File: src/rtl/hazard_pkg.sv
`default_nettype none
// ============================================================================
// Module      : hazard_pkg
// Description : Shared types for the multi-cycle-aware hazard controller.
// Revision    : 1.0  initial release
// ============================================================================
package hazard_pkg;

    // EXEC operand mux select
    typedef enum logic [1:0] {
        FWD_REG = 2'b00,
        FWD_WB  = 2'b01,
        FWD_MEM = 2'b10
    } fwd_sel_t;

    localparam int c_DEF_REG_ADDR_W = 5;
    localparam int c_DEF_MC_DEPTH   = 2;
    localparam int c_DEF_CNT_W      = 32;

endpackage
`default_nettype wire

File: src/rtl/hazard_scoreboard.sv
`default_nettype none
// ============================================================================
// Module      : hazard_scoreboard
// Description : Pending-destination bits and in-flight count for multi-cycle ops.
// Revision    : 1.0  initial release
// ============================================================================
module hazard_scoreboard
    import hazard_pkg::*;
#(
    parameter  int REG_ADDR_W = c_DEF_REG_ADDR_W,
    parameter  int MC_DEPTH   = c_DEF_MC_DEPTH,
    localparam int NUM_REGS   = 2**REG_ADDR_W,
    localparam int CNT_BITS   = $clog2(MC_DEPTH + 1)
) (
    input  logic                  i_clk,
    input  logic                  i_arstn,
    input  logic                  i_issue,
    input  logic [REG_ADDR_W-1:0] i_issue_rd,
    input  logic                  i_done,
    input  logic [REG_ADDR_W-1:0] i_done_rd,
    input  logic                  i_clr,
    output logic [NUM_REGS-1:0]   o_pending,
    output logic                  o_full,
    output logic                  o_busy,
    output logic                  o_err
);

    logic [NUM_REGS-1:0] r_pending;
    logic [CNT_BITS-1:0] r_count;
    logic                r_err;

    logic                w_full;
    logic                w_issue_ok;
    logic                w_done_ok;
    logic                w_new_err;
    logic [NUM_REGS-1:0] w_pending_nxt;

    assign w_full     = (r_count == CNT_BITS'(MC_DEPTH));
    assign w_issue_ok = i_issue & ~w_full;
    assign w_done_ok  = i_done & r_pending[i_done_rd];
    assign w_new_err  = (i_issue & w_full) | (i_done & ~r_pending[i_done_rd]);

    // Clear first, then set, so a same-register issue+retire leaves the bit set
    always_comb begin
        w_pending_nxt = r_pending;
        if (w_done_ok) begin
            w_pending_nxt[i_done_rd] = 1'b0;
        end
        if (w_issue_ok) begin
            w_pending_nxt[i_issue_rd] = 1'b1;
        end
        w_pending_nxt[0] = 1'b0;
    end

    always_ff @(posedge i_clk or negedge i_arstn) begin
        if (!i_arstn) begin
            r_pending <= '0;
            r_count   <= '0;
            r_err     <= 1'b0;
        end else begin
            r_pending <= w_pending_nxt;
            r_count   <= r_count + CNT_BITS'(w_issue_ok) - CNT_BITS'(w_done_ok);
            if (i_clr) begin
                r_err <= 1'b0;
            end else if (w_new_err) begin
                r_err <= 1'b1;
            end
        end
    end

    assign o_pending = r_pending;
    assign o_full    = w_full;
    assign o_busy    = (r_count != '0);
    assign o_err     = r_err;

endmodule
`default_nettype wire

File: src/rtl/hazard_unit_mc.sv
`default_nettype none
// ============================================================================
// Module      : hazard_unit_mc
// Description : 5-stage hazard controller: forwarding, load-use and multi-cycle
//               stalls, branch flush, saturating stall/flush counters.
// Revision    : 1.0  initial release
// ============================================================================
module hazard_unit_mc
    import hazard_pkg::*;
#(
    parameter int REG_ADDR_W = c_DEF_REG_ADDR_W,
    parameter int MC_DEPTH   = c_DEF_MC_DEPTH,
    parameter int CNT_W      = c_DEF_CNT_W
) (
    input  logic                  i_clk,
    input  logic                  i_arstn,
    input  logic [REG_ADDR_W-1:0] i_rs1_addr_dec,
    input  logic [REG_ADDR_W-1:0] i_rs2_addr_dec,
    input  logic [REG_ADDR_W-1:0] i_rs1_addr_exec,
    input  logic [REG_ADDR_W-1:0] i_rs2_addr_exec,
    input  logic [REG_ADDR_W-1:0] i_rd_addr_dec,
    input  logic [REG_ADDR_W-1:0] i_rd_addr_exec,
    input  logic [REG_ADDR_W-1:0] i_rd_addr_mem,
    input  logic [REG_ADDR_W-1:0] i_rd_addr_wb,
    input  logic                  i_rs1_used_dec,
    input  logic                  i_rs2_used_dec,
    input  logic                  i_mc_op_dec,
    input  logic                  i_mc_issue_exec,
    input  logic                  i_mc_done,
    input  logic [REG_ADDR_W-1:0] i_mc_rd,
    input  logic                  i_reg_we_mem,
    input  logic                  i_reg_we_wb,
    input  logic                  i_pc_src_exec,
    input  logic                  i_load_instr_exec,
    input  logic                  i_stall_i,
    input  logic                  i_stall_d,
    input  logic                  i_cnt_clr,
    output logic                  o_stall_fetch,
    output logic                  o_stall_dec,
    output logic                  o_stall_exec,
    output logic                  o_stall_mem,
    output logic                  o_flush_dec,
    output logic                  o_flush_exec,
    output fwd_sel_t              o_forward_rs1,
    output fwd_sel_t              o_forward_rs2,
    output logic                  o_mc_busy,
    output logic                  o_sb_err,
    output logic [CNT_W-1:0]      o_stall_cnt,
    output logic [CNT_W-1:0]      o_flush_cnt
);

    localparam int NUM_REGS = 2**REG_ADDR_W;

    logic [NUM_REGS-1:0] w_pending;
    logic                w_sb_full;
    logic                w_load_use;
    logic                w_mc_stall;
    logic                w_hazard_stall;
    logic                w_issue;
    logic [CNT_W-1:0]    r_stall_cnt;
    logic [CNT_W-1:0]    r_flush_cnt;

    // MEM result is younger than WB, so it takes priority; x0 is never forwarded
    function automatic fwd_sel_t fwd_pick(
        input logic [REG_ADDR_W-1:0] rs,
        input logic [REG_ADDR_W-1:0] rd_mem,
        input logic                  we_mem,
        input logic [REG_ADDR_W-1:0] rd_wb,
        input logic                  we_wb
    );
        if (we_mem && (rd_mem != '0) && (rd_mem == rs)) begin
            return FWD_MEM;
        end else if (we_wb && (rd_wb != '0) && (rd_wb == rs)) begin
            return FWD_WB;
        end
        return FWD_REG;
    endfunction

    assign o_forward_rs1 = fwd_pick(i_rs1_addr_exec, i_rd_addr_mem, i_reg_we_mem,
                                    i_rd_addr_wb, i_reg_we_wb);
    assign o_forward_rs2 = fwd_pick(i_rs2_addr_exec, i_rd_addr_mem, i_reg_we_mem,
                                    i_rd_addr_wb, i_reg_we_wb);

    assign w_load_use = i_load_instr_exec & (i_rd_addr_exec != '0)
                      & ((i_rs1_used_dec & (i_rs1_addr_dec == i_rd_addr_exec))
                       | (i_rs2_used_dec & (i_rs2_addr_dec == i_rd_addr_exec)));

    assign w_mc_stall = (w_pending[i_rs1_addr_dec] & i_rs1_used_dec)
                      | (w_pending[i_rs2_addr_dec] & i_rs2_used_dec)
                      |  w_pending[i_rd_addr_dec]
                      | (i_mc_op_dec & w_sb_full);

    assign w_hazard_stall = w_load_use | w_mc_stall;

    assign o_stall_fetch = w_hazard_stall | i_stall_i | i_stall_d;
    assign o_stall_dec   = o_stall_fetch;
    assign o_stall_exec  = i_stall_d;
    assign o_stall_mem   = i_stall_d;
    assign o_flush_dec   = i_pc_src_exec & ~i_stall_d;
    assign o_flush_exec  = o_flush_dec | (w_hazard_stall & ~i_stall_d);

    assign w_issue = i_mc_issue_exec & ~i_stall_d & (i_rd_addr_exec != '0);

    hazard_scoreboard #(
        .REG_ADDR_W (REG_ADDR_W),
        .MC_DEPTH   (MC_DEPTH)
    ) u_scoreboard (
        .i_clk      (i_clk),
        .i_arstn    (i_arstn),
        .i_issue    (w_issue),
        .i_issue_rd (i_rd_addr_exec),
        .i_done     (i_mc_done),
        .i_done_rd  (i_mc_rd),
        .i_clr      (i_cnt_clr),
        .o_pending  (w_pending),
        .o_full     (w_sb_full),
        .o_busy     (o_mc_busy),
        .o_err      (o_sb_err)
    );

    always_ff @(posedge i_clk or negedge i_arstn) begin
        if (!i_arstn) begin
            r_stall_cnt <= '0;
            r_flush_cnt <= '0;
        end else if (i_cnt_clr) begin
            r_stall_cnt <= '0;
            r_flush_cnt <= '0;
        end else begin
            if (o_stall_dec && (r_stall_cnt != '1)) begin
                r_stall_cnt <= r_stall_cnt + CNT_W'(1);
            end
            if (o_flush_dec && (r_flush_cnt != '1)) begin
                r_flush_cnt <= r_flush_cnt + CNT_W'(1);
            end
        end
    end

    assign o_stall_cnt = r_stall_cnt;
    assign o_flush_cnt = r_flush_cnt;

endmodule
`default_nettype wire

File: config.mk
export PLATFORM = sky130hd
export DESIGN_NAME = hazard_unit_mc
export DESIGN_NICKNAME = d
export VERILOG_FILES = /design/src/rtl/hazard_pkg.sv /design/src/rtl/hazard_scoreboard.sv /design/src/rtl/hazard_unit_mc.sv
export SDC_FILE = /design/constraint.sdc
export NUM_CORES = 1
export LEC_CHECK = 0
export CORE_MARGIN = 2
export CORE_UTILIZATION = 54
export CTS_BUF_LIST = sky130_fd_sc_hd__clkbuf_8
export CTS_CLUSTER_SIZE = 28
export DETAILED_ROUTE_END_ITERATION = 10
export GPL_TIMING_DRIVEN = 0
export PLACE_DENSITY = 0.86
export SLEW_MARGIN = 20
export SYNTH_ARGS = -nofsm -noshare
export SYNTH_HDL_FRONTEND = slang
export SYNTH_HIERARCHICAL = 1
export SYNTH_SLANG_ARGS = --single-unit
File: constraint.sdc
create_clock -name i_clk -period 3.3 [get_ports i_clk]
set_input_delay 0.33 -clock i_clk [delete_from_list [all_inputs] [get_ports i_clk]]
set_output_delay 0.33 -clock i_clk [all_outputs]
set_load 0.05 [all_outputs]
Word level (Yosys, flattened, before mapping)
Cells that the tools add are included.
{"block": "totals", "regBits": 98, "latchBits": 0, "ramBits": 0, "rom_bits": 0, "inputBits": 59, "out_inout_bits": 76, "elab_cells": 102, "memories": 0}
{"block": "op_classes", "add_sub_neg": 4, "multipliers": 0, "div": 0, "magnitude_cmp": 7, "n_eq_ne": 9, "shift": 0, "muxes": 30, "bitwise_logic": 30, "reduce_logical": 17}
{"operator": "$mux W32", "count": 6}
{"operator": "$add A32 B1 Y32 const B", "count": 2}
{"operator": "$ne A32 B32 Y1 const B", "count": 2}
{"operator": "$and A32 B32 Y32", "count": 1}
{"operator": "$not A32 Y32", "count": 1}
{"operator": "$or A32 B32 Y32", "count": 1}
{"operator": "$eq A5 B5 Y1", "count": 6}
{"operator": "$lt A5 B6 Y1 const B", "count": 5}
{"operator": "$bmux W1 S5", "count": 4}
{"operator": "$and A1 B1 Y1", "count": 15}
{"operator": "$reduce_bool A5 Y1", "count": 3}
{"operator": "$mux W1", "count": 12}
{"operator": "$mux W2", "count": 6}
{"operator": "$demux W1 S5", "count": 2}
{"operator": "$ge A5 B1 Y1 const B", "count": 2}
{"operator": "$logic_and A1 B1 Y1", "count": 10}
{"operator": "$or A1 B1 Y1", "count": 9}
{"operator": "$reduce_bool A2 Y1", "count": 4}
{"operator": "$not A1 Y1", "count": 3}
{"operator": "$add A2 B1 Y2", "count": 1}
{"operator": "$eq A2 B2 Y1 const B", "count": 1}
{"operator": "$sub A2 B1 Y2", "count": 1}

Logic depth before layout (Yosys ltp)
{"block": "logic_depth", "depth_word": 12, "mapped_depth": 12, "depth_no_buf": 10}

Modules after synthesis
Netlist, hierarchy kept.
{"module": "hazard_unit_mc", "instances": 1, "cells_each": 497, "area_each_um2": 4643.2, "seq_area_each_um2": 1601.5}
{"module": "hazard_scoreboard", "instances": 1, "cells_each": 261, "area_each_um2": 2252.2, "seq_area_each_um2": 850.8}

Worst setup path after synthesis
Ideal clock, no wire load.
{"block": "synth_path", "path_kind": "in2out", "from": "input i_rd_addr_mem[1]", "to": "output o_forward_rs1[0]", "arrival_time_ns": 2.907, "required_time_ns": 2.970, "slack_ns": 0.063, "path_stages": 4, "path_buffers": 0, "path_cell_list": "or4_1 > o21ai_0 > nor4_1 > nor4_1"}
{"block": "synth_between", "elab_chain_cells": 5, "word_cells_on_any_way": 7, "classes_between": "eq/ne: 1; mux: 3; reduce/logical: 3"}
{"element": "from (decl)", "line_no": "hazard_unit_mc.sv:23", "rtl": "input logic [REG_ADDR_W-1:0] i_rd_addr_mem,"}
{"element": "$reduce_bool A5 Y1", "line_no": "hazard_unit_mc.sv:71", "rtl": "if (we_mem && (rd_mem != '0) && (rd_mem == rs)) begin"}
{"element": "$logic_and A1 B1 Y1", "line_no": "hazard_unit_mc.sv:71"}
{"element": "$logic_and A1 B1 Y1 (*)", "line_no": "hazard_unit_mc.sv:71"}
{"element": "$mux W2 or $mux W1 (tied branches)", "line_no": "hazard_unit_mc.sv:71"}
{"element": "$mux W2 (*)", "line_no": "hazard_unit_mc.sv:76", "rtl": "return FWD_REG;"}
{"element": "to (decl)", "line_no": "hazard_unit_mc.sv:44", "rtl": "output fwd_sel_t o_forward_rs1,"}
Every way passes the cells marked *; elsewhere a longest branch is shown, timed or not.

Worst setup path in the final report
{"block": "layout_path", "from": "register u_scoreboard.r_pending[11] (netlist: u_scoreboard/o_pending[11])", "to": "output o_stall_fetch"}
{"block": "layout_between", "elab_chain_cells": 9, "word_cells_on_any_way": 14, "classes_between": "mux: 6; bitwise: 8"}
{"element": "from (decl)", "line_no": "hazard_scoreboard.sv:28", "rtl": "logic [NUM_REGS-1:0] r_pending;"}
{"element": "from (signal assigned)", "line_no": "hazard_scoreboard.sv:61", "rtl": "r_pending <= w_pending_nxt;"}
{"element": "$bmux W1 S5, on equally long branches", "line_no": "hazard_unit_mc.sv:88, hazard_unit_mc.sv:89"}
{"element": "$mux W1, on equally long branches", "line_no": "hazard_unit_mc.sv:88, hazard_unit_mc.sv:89"}
{"element": "$and A1 B1 Y1, on equally long branches", "line_no": "hazard_unit_mc.sv:88, hazard_unit_mc.sv:89"}
{"element": "$or A1 B1 Y1", "line_no": "hazard_unit_mc.sv:89", "rtl": "| (w_pending[i_rs2_addr_dec] & i_rs2_used_dec)"}
{"element": "$or A1 B1 Y1 (*)", "line_no": "hazard_unit_mc.sv:90", "rtl": "| w_pending[i_rd_addr_dec]"}
{"element": "$or A1 B1 Y1 (*)", "line_no": "hazard_unit_mc.sv:91", "rtl": "| (i_mc_op_dec & w_sb_full);"}
{"element": "$or A1 B1 Y1 (*)", "line_no": "hazard_unit_mc.sv:93", "rtl": "assign w_hazard_stall = w_load_use | w_mc_stall;"}
{"element": "$or A1 B1 Y1 (*) (2 in series)", "line_no": "hazard_unit_mc.sv:95", "rtl": "assign o_stall_fetch = w_hazard_stall | i_stall_i | i_stall_d;"}
{"element": "to (decl)", "line_no": "hazard_unit_mc.sv:38", "rtl": "output logic o_stall_fetch,"}
Every way passes the cells marked *; elsewhere a longest branch is shown, timed or not. The select of a mux whose other input is x is not followed.

==> out/results.txt <==
max-slew violations - 0
Final Hold Vio Count - 0
Slew HR - 21.91%
# DRC - 0
number of global-route vias before repair - 6300
unique cell type count in the Yosys netlist - 67
Pleak - 3.286 nW
most frequent cell after synthesis - nor2_1
CTS tree - built
share of cells above drive strength 1 - 13.95%
setup TNS - 0 ps
Vias - 6674
crit path buf inv count - 3
worst hold path class - input port to async pin
CTS Sinks - 98
setup ws final - 91.71 ps
critical path's slowest cell - mux4_2
internal cell power - 0.002133 W
RSZ-0062 raised after global routing - false
FP Rows - 41
CP Class - register to primary output
Mapped Avg Cell Area - 9.097 µm²
I/O pin cnt - 135
Net Switching - 0.001262 W
EDFF count, synth - 0
Cells after Synth - 758
skew final - 21.97 ps
GPL Wtd Cong - 0.9666
Overflow after GRT - 0
WP data required - 2970 ps
Combinational Power Share - 31.2%
Core Area - 12570 µm²
yosys warns - 6
drt wl/cell - 18.73 µm
Clock Pin Slew Worst Setup and Hold Paths - 110 ps
Seq/Total Area, Yosys - 35.57%
slowest stage delay, CP - 490 ps
ANT cells - 0
layout net count - 961
WP data arrival - 2880 ps
DP Worst Slack - -630.9 ps
Sw Share - 37.18%
Initial Util - 54.86%
critical path launch point type - register
Worst-Skew Late Latency - 390 ps
fin crit share - 97.22%
fmax - 311.7 MHz
antenna violations before repair - 1
asr flop ratio synth - 100.0%
Global Route Usage Sum - 29.78%
TritonRoute pass-1 iters - 5
Synth top area share - 35.57%
post-route ant nets - 0
area delta synth->final - 24.66%
max-cap violations - 0
Die W - 117 µm
Tmin final - 3208 ps
post-route cell area - 8596 µm²
Final setup viols - 0
die area - 13690 µm²
syn nets - 821
Max IR drop VDD - 0.0002682 V
Synth Cell Area - 6895 µm²
Synth area leader - dfrtp_1
Cell Chain, Critical Path - mux4_2, mux2i_1, mux2i_1, o211a_1, or3_4, or2_1, buf_6, buf_4, buf_6
Total Wirelength - 20140 µm
largest net degree at the start of global routing - 71
fill count - 1018
Tightest Pin Transition - 1169 ps
Critical Path End Type - primary output
post-DR vias/cell - 6.208
clock power share - 22.7%
status - complete, no violations
Reg power frac - 46.2%
top cells by area, synth - dfrtp_1, nor2_1, mux4_2, mux2i_1, xor2_1
DR iter-0 viols - 734
first-pass GRT wire length - 31550 µm
DP HPWL - 14820 µm
placed cell area - 8391 µm²
cell family with most CP delay - multiplexers
die height - 117 µm
CTS Buf Count - 9
Synth Flop Type - dfrtp_1
commonest cells in the netlist - nor2_1, dfrtp_1, nand2_1
maximum clock path buffer count - 2
CTS root buffer - clkbuf_8
H-tree Lvls - 3
Cell Pwr Density - 394.9 nW/µm²
#FFs+latches synth - 98
I/O Buffers - 125
crit path max fanout - 8
==> power by group through the flow <==
stage	clock network, W	registers, W	logic (W)
final	0.000769	0.00157	0.00106
after global routing	0.000823	0.00157	0.00114
after CTS	0.000776	0.00154	0.00103
after detailed placement	0	0.00156	0.00103
after global placement	0	0.00155	0.00100
after floorplan	0	0.00150	0.000702
==> sequential cells by signal, indices dropped and copies added (netlist names) <==
name and flops:
o_flush_cnt 32, o_stall_cnt 32, u_scoreboard/r_count 2, u_scoreboard/o_err 1, u_scoreboard/o_pending 31
==> cell type report <==
cell class / count / area, µm² / share of cell area [%]
plain buffers: 42 / 255.2 / 2.969
clock buffers: 10 / 137.6 / 1.601
clock inverters: 6 / 47.55 / 0.5531
inverters: 8 / 30.03 / 0.3493
multi-input cells: 610 / 4155 / 48.34
flip-flops and latches: 98 / 2464 / 28.66
well taps: 172 / 215.2 / 2.504
repair buffers: 129 / 1291 / 15.02
==> cell usage in the layout, fill, tap and decap left out, types with 11 or more instances in the layout <==
| master | netlist | final |
|---|---|---|
| mux2i_1 | 35 | 34 |
| o21ai_1 | 15 | 15 |
| mux4_2 | 16 | 19 |
| or4_1 | 15 | 15 |
| clkdlybuf4s50_1 | 0 | 117 |
| nand3_1 | 29 | 29 |
| nor2_1 | 126 | 126 |
| nor3_1 | 11 | 11 |
| dfrtp_1 | 98 | 89 |
| a21oi_2 | 29 | 29 |
| or3_1 | 23 | 22 |
| nand2_1 | 56 | 56 |
| clkbuf_1 | 19 | 19 |
| xnor2_1 | 26 | 26 |
| nand4_1 | 24 | 24 |
| xor2_1 | 34 | 34 |
| nor4_1 | 13 | 13 |
| a21oi_1 | 35 | 35 |
==> per-stage QoR <==
step                      hold WS (ps)  std cells  utilization (%)  total power (W)
after global routing             417.2       1075            68.39         0.003528
final                            389.5       1075            68.39         0.003395
after floorplan                  34.41        758                -         0.002200
after detailed placement         228.5       1056            66.76         0.002589
after global placement           475.7       1055            66.53         0.002549
after CTS                        398.4       1073            68.18         0.003343
==> cell families (layout without fill, tap and decap cells) <==
family	count (synthesis)	count (layout)	share of synthesized area, %
other	1	1	0.05438
buffers and inverters	50	195	4.137
DFF	98	98	35.57
muxes	58	58	12.16
and+or+nand+nor	367	367	27.54
adders and majority gates	4	4	0.7259
AOI/OAI and AO/OA	120	120	12.19
xor gates and xnor gates	60	60	7.621
==> metal layers <==
layer / GRT usage [%] / part of all wire (%)
met5: 0 / 0.035
met4: 13.02 / 2.9
met3: 7.518 / 10
met2: 47.40 / 48
met1: 38.78 / 39
==> timing repair <==
| action | 4_1_cts | 5_1_grt |
|---|---|---|
| setup endpoints to repair | 3 | 2 |
| setup buffers | 0 | 2 |
| hold buffers | 1 | 0 |
| resized for setup | 15 | 19 |
| pin swaps | 0 | 1 |
| endpoints found under the hold margin | 28 | 0 |
==> path summary, 6_finish.rpt <==
check	startpoint	endpoint	slack (ps)	cells past startpoint
setup / recovery	u_scoreboard/o_pending[11]	o_stall_fetch	90	9
hold / removal	i_arstn	u_scoreboard/o_pending[18]	390	2
setup reg to reg	u_scoreboard/o_pending[31]	o_stall_cnt[26]	220	10
hold reg to reg	u_scoreboard/r_count[1]	u_scoreboard/r_count[1]	500	1
max in group asynchronous	i_arstn	u_scoreboard/o_pending[27]	2240	3
min in group i_clk	u_scoreboard/r_count[1]	u_scoreboard/r_count[1]	500	1
Note: power is estimated with default switching activity, not from simulation.
